**src/rtl/disp_pkg.sv**
```systemverilog
// Shared definitions for the display scan writer: FSM encoding and packed-entry layout.
package disp_pkg;

  localparam logic [1:0] ST_IDLE  = 2'd0;
  localparam logic [1:0] ST_SNAP  = 2'd1;
  localparam logic [1:0] ST_WRITE = 2'd2;
  localparam logic [1:0] ST_GAP   = 2'd3;

  // Entry layout: {valid, code, dp}; valid is the MSB, dp the LSB.
  localparam int DIN_DP_BIT = 0;

  function automatic int entry_w(input int digit_w);
    return digit_w + 2;
  endfunction

  function automatic int valid_bit(input int digit_w);
    return digit_w + 1;
  endfunction

endpackage

```
**src/rtl/disp_shadow_cmp.sv**
```systemverilog
// Copy of the last value written to each RAM entry, with a compare against
// a candidate entry so the writer can skip unchanged slots.
module disp_shadow_cmp
  import disp_pkg::*;
#(
  parameter int NUM_DIGITS = 8,
  parameter int ENT_W      = entry_w(4),
  parameter int ADDR_W     = 3
) (
  input  logic              clk,
  input  logic              rst_n,
  input  logic              wr_en,
  input  logic [ADDR_W-1:0] wr_idx,
  input  logic [ENT_W-1:0]  wr_data,
  input  logic [ADDR_W-1:0] cmp_idx,
  input  logic [ENT_W-1:0]  cmp_data,
  output logic              changed
);

  logic [NUM_DIGITS-1:0][ENT_W-1:0] shadow;
  logic [NUM_DIGITS-1:0]            chg;

  always_ff @(posedge clk or negedge rst_n) begin
    if (!rst_n) begin
      shadow <= '0;
    end else begin
      for (int i = 0; i < NUM_DIGITS; i++)
        if (wr_en && wr_idx == ADDR_W'(i)) shadow[i] <= wr_data;
    end
  end

  for (genvar i = 0; i < NUM_DIGITS; i++) begin : g_cmp
    assign chg[i] = (shadow[i] != cmp_data);
  end

  assign changed = chg[cmp_idx];

endmodule

```
**src/rtl/display_scan_writer.sv**
```systemverilog
// Snapshots the digit bank and streams one packed entry per slot into the
// display RAM, highest address first, honouring the RAM stall handshake.
module display_scan_writer
  import disp_pkg::*;
#(
  parameter int NUM_DIGITS = 8,
  parameter int DIGIT_W    = 4,
  parameter int ADDR_W     = 3,
  parameter int GAP_CYCLES = 1
) (
  input  logic                          clk,
  input  logic                          rst_n,
  input  logic                          enable,
  input  logic                          diff_mode,
  input  logic [NUM_DIGITS*DIGIT_W-1:0] digits,
  input  logic [NUM_DIGITS-1:0]         dp,
  input  logic [NUM_DIGITS-1:0]         blank,
  input  logic                          wr_ready,
  output logic                          W,
  output logic [ADDR_W-1:0]             WADD,
  output logic [DIGIT_W+1:0]            DIN,
  output logic                          busy,
  output logic                          frame_done
);

  localparam int              ENT_W = entry_w(DIGIT_W);
  localparam int              GAP_W = (GAP_CYCLES > 1) ? $clog2(GAP_CYCLES) : 1;
  localparam logic [ADDR_W-1:0] LAST = ADDR_W'(NUM_DIGITS - 1);

  if (2**ADDR_W < NUM_DIGITS) begin : g_addr_chk
    $error("display_scan_writer: ADDR_W too narrow for NUM_DIGITS");
  end

  logic [1:0]                       state;
  logic [ADDR_W-1:0]                idx, nxt_idx;
  logic [GAP_W-1:0]                 gap_cnt;
  logic                             diff_s, force_full;
  logic                             nxt_diff, nxt_wr, changed, slot_done, xfer;
  logic [ENT_W-1:0]                 nxt_ent;
  logic [NUM_DIGITS-1:0][ENT_W-1:0] live, snap;

  for (genvar i = 0; i < NUM_DIGITS; i++) begin : g_live
    assign live[i] = {~blank[i], digits[i*DIGIT_W +: DIGIT_W], dp[i]};
  end

  // The outputs are registered, so the decision for the next slot is made one
  // cycle ahead; in SNAP that slot's entry comes straight from the inputs.
  always_comb begin
    nxt_idx  = (state == ST_SNAP) ? LAST : idx - 1'b1;
    nxt_ent  = snap[nxt_idx];
    nxt_diff = diff_s;
    if (state == ST_SNAP) begin
      nxt_ent  = live[nxt_idx];
      nxt_diff = diff_mode;
    end
    nxt_wr = !nxt_diff || force_full || changed;
  end

  assign xfer      = (state == ST_WRITE) && W && wr_ready;
  assign slot_done = (state == ST_WRITE) && (!W || wr_ready);

  disp_shadow_cmp #(
    .NUM_DIGITS (NUM_DIGITS),
    .ENT_W      (ENT_W),
    .ADDR_W     (ADDR_W)
  ) u_shadow (
    .clk      (clk),
    .rst_n    (rst_n),
    .wr_en    (xfer),
    .wr_idx   (idx),
    .wr_data  (DIN),
    .cmp_idx  (nxt_idx),
    .cmp_data (nxt_ent),
    .changed  (changed)
  );

  always_ff @(posedge clk or negedge rst_n) begin
    if (!rst_n)                 snap <= '0;
    else if (state == ST_SNAP)  snap <= live;
  end

  always_ff @(posedge clk or negedge rst_n) begin
    if (!rst_n) begin
      state      <= ST_IDLE;
      idx        <= '0;
      gap_cnt    <= '0;
      diff_s     <= 1'b0;
      force_full <= 1'b1;
      W          <= 1'b0;
      WADD       <= '0;
      DIN        <= '0;
      busy       <= 1'b0;
      frame_done <= 1'b0;
    end else begin
      frame_done <= 1'b0;
      case (state)
        ST_IDLE: begin
          if (enable) begin
            state <= ST_SNAP;
            busy  <= 1'b1;
          end
        end
        ST_SNAP: begin
          state  <= ST_WRITE;
          diff_s <= diff_mode;
          idx    <= nxt_idx;
          W      <= nxt_wr;
          if (nxt_wr) begin
            WADD <= nxt_idx;
            DIN  <= nxt_ent;
          end
        end
        ST_WRITE: begin
          if (slot_done) begin
            if (idx == '0) begin
              W          <= 1'b0;
              frame_done <= 1'b1;
              force_full <= 1'b0;
              if (GAP_CYCLES > 0) begin
                state   <= ST_GAP;
                gap_cnt <= GAP_W'(GAP_CYCLES - 1);
              end else if (enable) begin
                state <= ST_SNAP;
              end else begin
                state <= ST_IDLE;
                busy  <= 1'b0;
              end
            end else begin
              idx <= nxt_idx;
              W   <= nxt_wr;
              // skip slots leave address/data parked on the last write
              if (nxt_wr) begin
                WADD <= nxt_idx;
                DIN  <= nxt_ent;
              end
            end
          end
        end
        ST_GAP: begin
          if (gap_cnt == '0) begin
            if (enable) begin
              state <= ST_SNAP;
            end else begin
              state <= ST_IDLE;
              busy  <= 1'b0;
            end
          end else begin
            gap_cnt <= gap_cnt - 1'b1;
          end
        end
        default: begin
          state <= ST_IDLE;
          busy  <= 1'b0;
          W     <= 1'b0;
        end
      endcase
    end
  end

endmodule
```
**config.mk**
```make
export PLATFORM = sky130hd
export DESIGN_NAME = display_scan_writer
export DESIGN_NICKNAME = d
export VERILOG_FILES = /design/src/rtl/disp_pkg.sv /design/src/rtl/disp_shadow_cmp.sv /design/src/rtl/display_scan_writer.sv
export SDC_FILE = /design/constraint.sdc
export NUM_CORES = 1
export LEC_CHECK = 0
export CORE_ASPECT_RATIO = 0.75
export CORE_MARGIN = 5
export CORE_UTILIZATION = 55
export CTS_CLUSTER_SIZE = 20
export DETAILED_ROUTE_END_ITERATION = 10
export PLACE_DENSITY_LB_ADDON = 0.1
export SKIP_CTS_REPAIR_TIMING = 1
export SLEW_MARGIN = 40
export SYNTH_ARGS = -nofsm -noshare
export SYNTH_HDL_FRONTEND = slang
export SYNTH_SLANG_ARGS = --single-unit
```
**constraint.sdc**
```tcl
create_clock -name clk -period 4.5 [get_ports clk]
set_input_delay 0.675 -clock clk [delete_from_list [all_inputs] [get_ports clk]]
set_output_delay 0.675 -clock clk [all_outputs]
set_load 0.05 [all_outputs]
```
* Word-level counts from Yosys, hierarchy flattened
Cells that the tools add are included.
** Operators by class
- $add $sub $neg :: 2
- Order comparisons :: 1
- Eq/ne operators :: 24
- Multiplexer cells :: 40
- Bitwise logic cells :: 8
- Reduce and logical (&&, ||, !) cells :: 27
** Operators with widths (number)
- $ne A6 B6 Y1 :: 8
- $bmux W6 S3 :: 2
- $mux W6 :: 6
- $mux W3 :: 6
- $mux W1 :: 14
- $eq A3 B3 Y1 const B :: 4
- $pmux W3 S2 :: 2
- $pmux W6 S2 :: 1
- $logic_and A1 B1 Y1 :: 11
- $ne A2 B2 Y1 const B :: 5
- $reduce_and A3 Y1 :: 3
- $mux W2 :: 4
- $not A1 Y1 :: 8
- $pmux W2 S4 :: 1
- $reduce_and A4 Y1 :: 2
- $eq A3 B2 Y1 const B :: 2
- $pmux W1 S2 :: 3
- $reduce_bool A2 Y1 :: 3
- $eq A2 B2 Y1 const B :: 2
- $lt A3 B4 Y1 const B :: 1
- $bmux W1 S3 :: 1
- $eq A3 B1 Y1 const B :: 1
- $logic_not A3 Y1 :: 1
- $logic_or A1 B1 Y1 :: 3
- other kinds (7) :: 8
** Word-level totals
- Bits in registers :: 116
- Input port bits :: 53

* Longest topological paths before layout
- Word-level depth :: 13
- Depth in mapped cells :: 14
- Gate-level depth less buffers :: 11

* By module
Synthesis repeated with hierarchy kept, for this count alone.
** Second synthesis, totals
- Cells, all modules :: 432
- Area total of the unflattened synthesis :: 5676.7 sq um
** By module, submodules not included
- display_scan_writer :: times used 1, cells each 244, area each 3181.8 sq um, seq. area each 1677.9 sq um
- disp_shadow_cmp :: times used 1, cells each 188, area each 2494.9 sq um, seq. area each 1201.2 sq um

* Worst setup path after synthesis
No wires, ideal clock.
- Kind :: register -> register
- From :: reg idx[0]
- To :: reg DIN[4]
- Setup time :: 0.125 ns
- Arrival time :: 3.516 ns
- Data required time :: 4.375 ns
- Setup slack :: 0.858 ns
- Cell stages (with the launch flop) :: 13
- Buffers on the path :: 2
- Clock period less this slack :: 3.642 ns
- Cell sequence :: dfrtp_1 -> buf_4 -> inv_1 -> ha_1 -> buf_2 -> mux2_2 -> mux2_2 -> a221oi_4 -> xnor2_1 -> or4_4 -> a22oi_4 -> o22ai_4 -> mux2_4
** On the way
- Longest elaborated chain between the ends :: 13
- Elaborated cells between the ends (all ways) :: 25
- Classes of those cells :: add/sub: 1; eq/ne: 9; mux: 12; reduce/logical: 3
** Ends and longest elaborated chain
- start: declaration :: line display_scan_writer.sv:35 : logic [ADDR_W-1:0] idx, nxt_idx;
- start signal: assignment :: line display_scan_writer.sv:106 : idx <= nxt_idx;
- start signal: assignment :: line display_scan_writer.sv:129 : idx <= nxt_idx;
- $sub A3 B1 Y3 :: line display_scan_writer.sv:49 : nxt_idx = (state == ST_SNAP) ? LAST : idx - 1'b1;
- $mux W3 :: line display_scan_writer.sv:49
- $bmux W6 S3, on equally long branches :: line display_scan_writer.sv:50, display_scan_writer.sv:53
- $mux W6, on equally long branches :: line display_scan_writer.sv:50, display_scan_writer.sv:53
- $mux W6 :: line display_scan_writer.sv:52 : if (state == ST_SNAP) begin
- $ne A6 B6 Y1 :: line disp_shadow_cmp.sv:33 : assign chg[i] = (shadow[i] != cmp_data);
- $bmux W1 S3 :: line disp_shadow_cmp.sv:36 : assign changed = chg[cmp_idx];
- $mux W1 (implied by the code) :: line disp_shadow_cmp.sv:36
- $logic_or A1 B1 Y1 :: line display_scan_writer.sv:56 : nxt_wr = !nxt_diff || force_full || changed;
- $mux W6 :: line display_scan_writer.sv:108, display_scan_writer.sv:132
- $mux W6 :: line display_scan_writer.sv:115 : if (idx == '0) begin
- $mux W6 :: line display_scan_writer.sv:114 : if (slot_done) begin
- $pmux W6 S2 :: line display_scan_writer.sv:96 : case (state)
- end signal: assignment :: line display_scan_writer.sv:110 : DIN <= nxt_ent;
- end signal: assignment :: line display_scan_writer.sv:134 : DIN <= nxt_ent;
- end: declaration :: line display_scan_writer.sv:21 : output logic [DIGIT_W+1:0] DIN,
Several ways; a longest one is shown, not always the timed one. The select of a mux whose other input is x is not followed.
A chain may end at the register's enable or synchronous reset.

* Worst setup path in the final report
- From :: reg idx[1]
- To :: reg WADD[0]
** On the way
- Longest elaborated chain between the ends :: 13
- Elaborated cells between the ends (all ways) :: 25
- Classes of those cells :: add/sub: 1; eq/ne: 9; mux: 12; reduce/logical: 3
** Ends and longest elaborated chain
- $sub A3 B1 Y3 :: line display_scan_writer.sv:49
- $mux W3 :: line display_scan_writer.sv:49
- $bmux W6 S3, on equally long branches :: line display_scan_writer.sv:50, display_scan_writer.sv:53
- $mux W6, on equally long branches :: line display_scan_writer.sv:50, display_scan_writer.sv:53
- $mux W6 :: line display_scan_writer.sv:52
- $ne A6 B6 Y1 :: line disp_shadow_cmp.sv:33
- $bmux W1 S3 :: line disp_shadow_cmp.sv:36
- $mux W1 (implied by the code) :: line disp_shadow_cmp.sv:36
- $logic_or A1 B1 Y1 :: line display_scan_writer.sv:56
- $mux W3 (3 in series)
- $pmux W3 S2
- end signal: assignment :: line display_scan_writer.sv:109 : WADD <= nxt_idx;
- end signal: assignment :: line display_scan_writer.sv:133 : WADD <= nxt_idx;
- end: declaration :: line display_scan_writer.sv:20 : output logic [ADDR_W-1:0] WADD,
Several ways; a longest one is shown, not always the timed one. The select of a mux whose other input is x is not followed.

==> impl_metrics.yaml <==
pwr:
  ir_drop_uv: 494
  powerDensity_mw_per_mm2: 966
  power.leakage_nw: 3.13
  power.total_w: 0.00700
synthesis:
  ys_top_cells_by_count: "114 x dfrtp_1, 64 x mux2_2, 57 x nand2_1, 41 x o21ai_0, 30 x inv_1"
  synthArstFlopShare_pct: 100
  netlist-cell-type-count: 59
  synth_edf_count: 0
  synth_top_area_share_pct: 49.1
  yosys.area.top_type: "dfrtp_1"
  ys_ff_latch: 115
  synth.net_count: 571
  synth-seq-area-share_pct: 49.6
  synth_compound_area_share_pct: 12.8
  syn_inst: 509
  synth_xor_area_share_pct: 4.78
  yosysMostFrequentCell: "dfrtp_1"
  synthTopCellsByArea: "dfrtp_1 49%, mux2_2 12%, nand2_1 3.7%"
  synth_mux_area_share_pct: 18.2
  syn_area_per_cell_um2: 11.4
  synth_top_flop_cell: "dfrtp_1"
  yosys.area_share.adder_pct: 1.94
  yosys_warnings: 0
  syn-cell-area_mm2: 0.00581
  synth_top_family_by_area: "multiplexers"
  synth-simple-area-share_pct: 9.00
clock_tree:
  cts_root_buf: "clkbuf_16"
  cts_sinks: 115
  path_clk_slew_ps: 60
  h-tree-depth: 4
  clock_latency_ps: 420
  clock_path_buffers: 2
  cts_buffers: 17
  cts_tree: "done"
route:
  drc: 0
  avgRoutedWirePerCell_um: 21.2
  drt-vias-per-instance: 5.97
  antenna_left: 0
  num_vias: 4367
  totalWireLength_um: 15500
  drt-initial-drc-count: 450
  dr.pass1.iters: 6
setup_path:
  r2r-start: "idx[1]"
  crit_type: "reg2reg"
  crit_path_start: "idx[1]"
  timing.reg2reg.setup_slack_ps: 460
  critPathCapture: "WADD[0]"
  start_kind: "flip-flop"
  reg2regPathDepth: 11
  path_cells: "inv_1 > ha_1 > mux2_2 > mux2_2 > a221oi_4 > xnor2_1 > a211oi_1 > nand4_1 > a32oi_1 > o22ai_4 > mux2_4"
  cp_slowest_cell: "ha_1"
  worst-path-max-fanout: 10
  worst_path_largest_cell_delay_ps: 600
  r2r_end: "WADD[0]"
  crit_path_frequent_cell: "mux2_2"
  critPathRequiredTime_ps: 4800
  cp.arrival_ps: 4340
  cp-end-kind: "flip-flop"
layout:
  drive_gt1_share_pct: 20.8
  area_delta_synth_final_pct: 24.7
  nets: 645
  instances_no_fill: 732
  diodes: 0
  fillers: 710
timing:
  drv_slew: 0
  slew_headroom_pct: 47.0
  finClkSkew_ps: 8.86
  period_share_pct: 89.7
  period_minus_slack_ps: 4040
  tightest_slew_ps: 792
  rsz0062_at_grt: "no"
  finalSetupTns_ps: 0
  setup_viol: 0
  hold_violations: 0
  holdWs_ps: 251
  max_freq_mhz: 248
status:
  status: "finished clean"
job:
  drv_cap: 0
placed_design:
  place_congestion: 0.937
  dp.cells: 700
  port-buffer-count: 64
  dp_hpwl_um: 10900
grt:
  grt_pass1_wl_um: 24900
  grt_max_degree: 78
  first_global_vias: 4480
  antenna_found_initial: 0
  grt_usage_pct: 25.9
  overflow: 0
floorplan:
  die_h_um: 99.0
  start_util_pct: 56.5
  fp-row-count: 32
  dieArea_mm2: 0.0127
  die_w_um: 129
  io_pins: 65
  coreArea_mm2: 0.0103
worst_hold_path:
  min_path_type: "in2async"
==> kinds of logic (layout without fill, tap and decap cells) <==
group | count (synthesis) | after routing
flip-flops | 115 | 115
AND/OR/NAND/NOR | 112 | 112
AO/OA/AOI/OAI | 105 | 105
multiplexers | 90 | 90
buffers and inverters | 48 | 135
XOR/XNOR | 30 | 30
adder cells (fa/ha/maj) | 9 | 9
==> cell type report <==
type                            count  area (um^2)  area share (%)
Sequential cell                   115         2880            39.7
Clock inverter                     13          208            2.87
Inverter                           30          113            1.55
Clock buffer                       19          433            5.97
Tap cell                          136          170            2.35
Multi-Input combinational cell    346         2720            37.6
Timing Repair Buffer               73          722            9.96
==> state kept, by name (all words and copies together) (netlist names) <==
register         flops
frame_done           1
force_full           1
diff_s               1
snap                48
DIN                  6
busy                 1
state                2
W                    1
idx                  3
u_shadow.shadow     48
WADD                 3
==> metrics by stage <==
step           instance area (um^2)  util [%]  setup WS (ps)
2_1_floorplan                  5810         -            858
3_3_place_gp                   6600      64.1            627
3_5_place_dp                   6610      64.2            572
4_1_cts                        7250      70.4            509
5_1_grt                        7250      70.4            280
6_report                       7250      70.4            462
==> power breakdown <==
group          switching [W]  internal [W]  total (W)  leakage, nW
Sequential          0.000350       0.00147    0.00182         1.43
Clock               0.000493      0.000981    0.00147        0.300
Combinational        0.00207       0.00163    0.00370         1.40
Total                0.00291       0.00409    0.00700         3.13
==> cells in the final DEF, fill, tap and decap left out, drive strengths merged, types with 4 or more instances in the layout <==
| master | count |
|---|---|
| clkbuf | 19 |
| mux2 | 67 |
| dfrtp | 114 |
| o221ai | 5 |
| xor2 | 8 |
| o21ai | 41 |
| bufinv | 5 |
| ha | 9 |
| buf | 10 |
| nor2 | 21 |
| clkinvlp | 4 |
| inv | 31 |
| a22oi | 9 |
| xnor2 | 22 |
| nand2 | 57 |
| mux4 | 5 |
| a211oi | 7 |
| a21oi | 10 |
| o22ai | 5 |
| clkdlybuf4s50 | 63 |
| nor2b | 5 |
| nand4 | 4 |
| nand3 | 4 |
| nand2b | 7 |
| mux2i | 18 |
| a222oi | 4 |
==> worst min path at each step <==
stage / end / slack (ps) / cells past startpoint
after floorplan: DIN[0] / 380 / 0
after global placement: snap[45] / 490 / 1
after detailed placement: snap[7] / 490 / 1
after CTS: snap[2] / 290 / 1
after global routing: snap[2] / 320 / 1
final: snap[2] / 250 / 1
==> metal layers <==
metal  global-route usage (%)  share of wire, %  vias to the layer above
met2                     39.4                46                      190
li1                         -                 -                     1972
met5                        0                 0                        -
met3                     7.69               7.8                       24
met1                     36.3                45                     2181
met4                     7.26               1.5                        0
==> worst max-delay path, delay by kind of cell, from the launching register on <==
kind,cells,cell delay (ps)
xor gates and xnor gates,1,130
and+or+nand+nor,1,160
DFF,1,360
muxes,3,1080
adders and majority gates,1,600
AOI/OAI and AO/OA,4,1480
buffers and inverters,1,100
(Power assumes the default switching activity.)
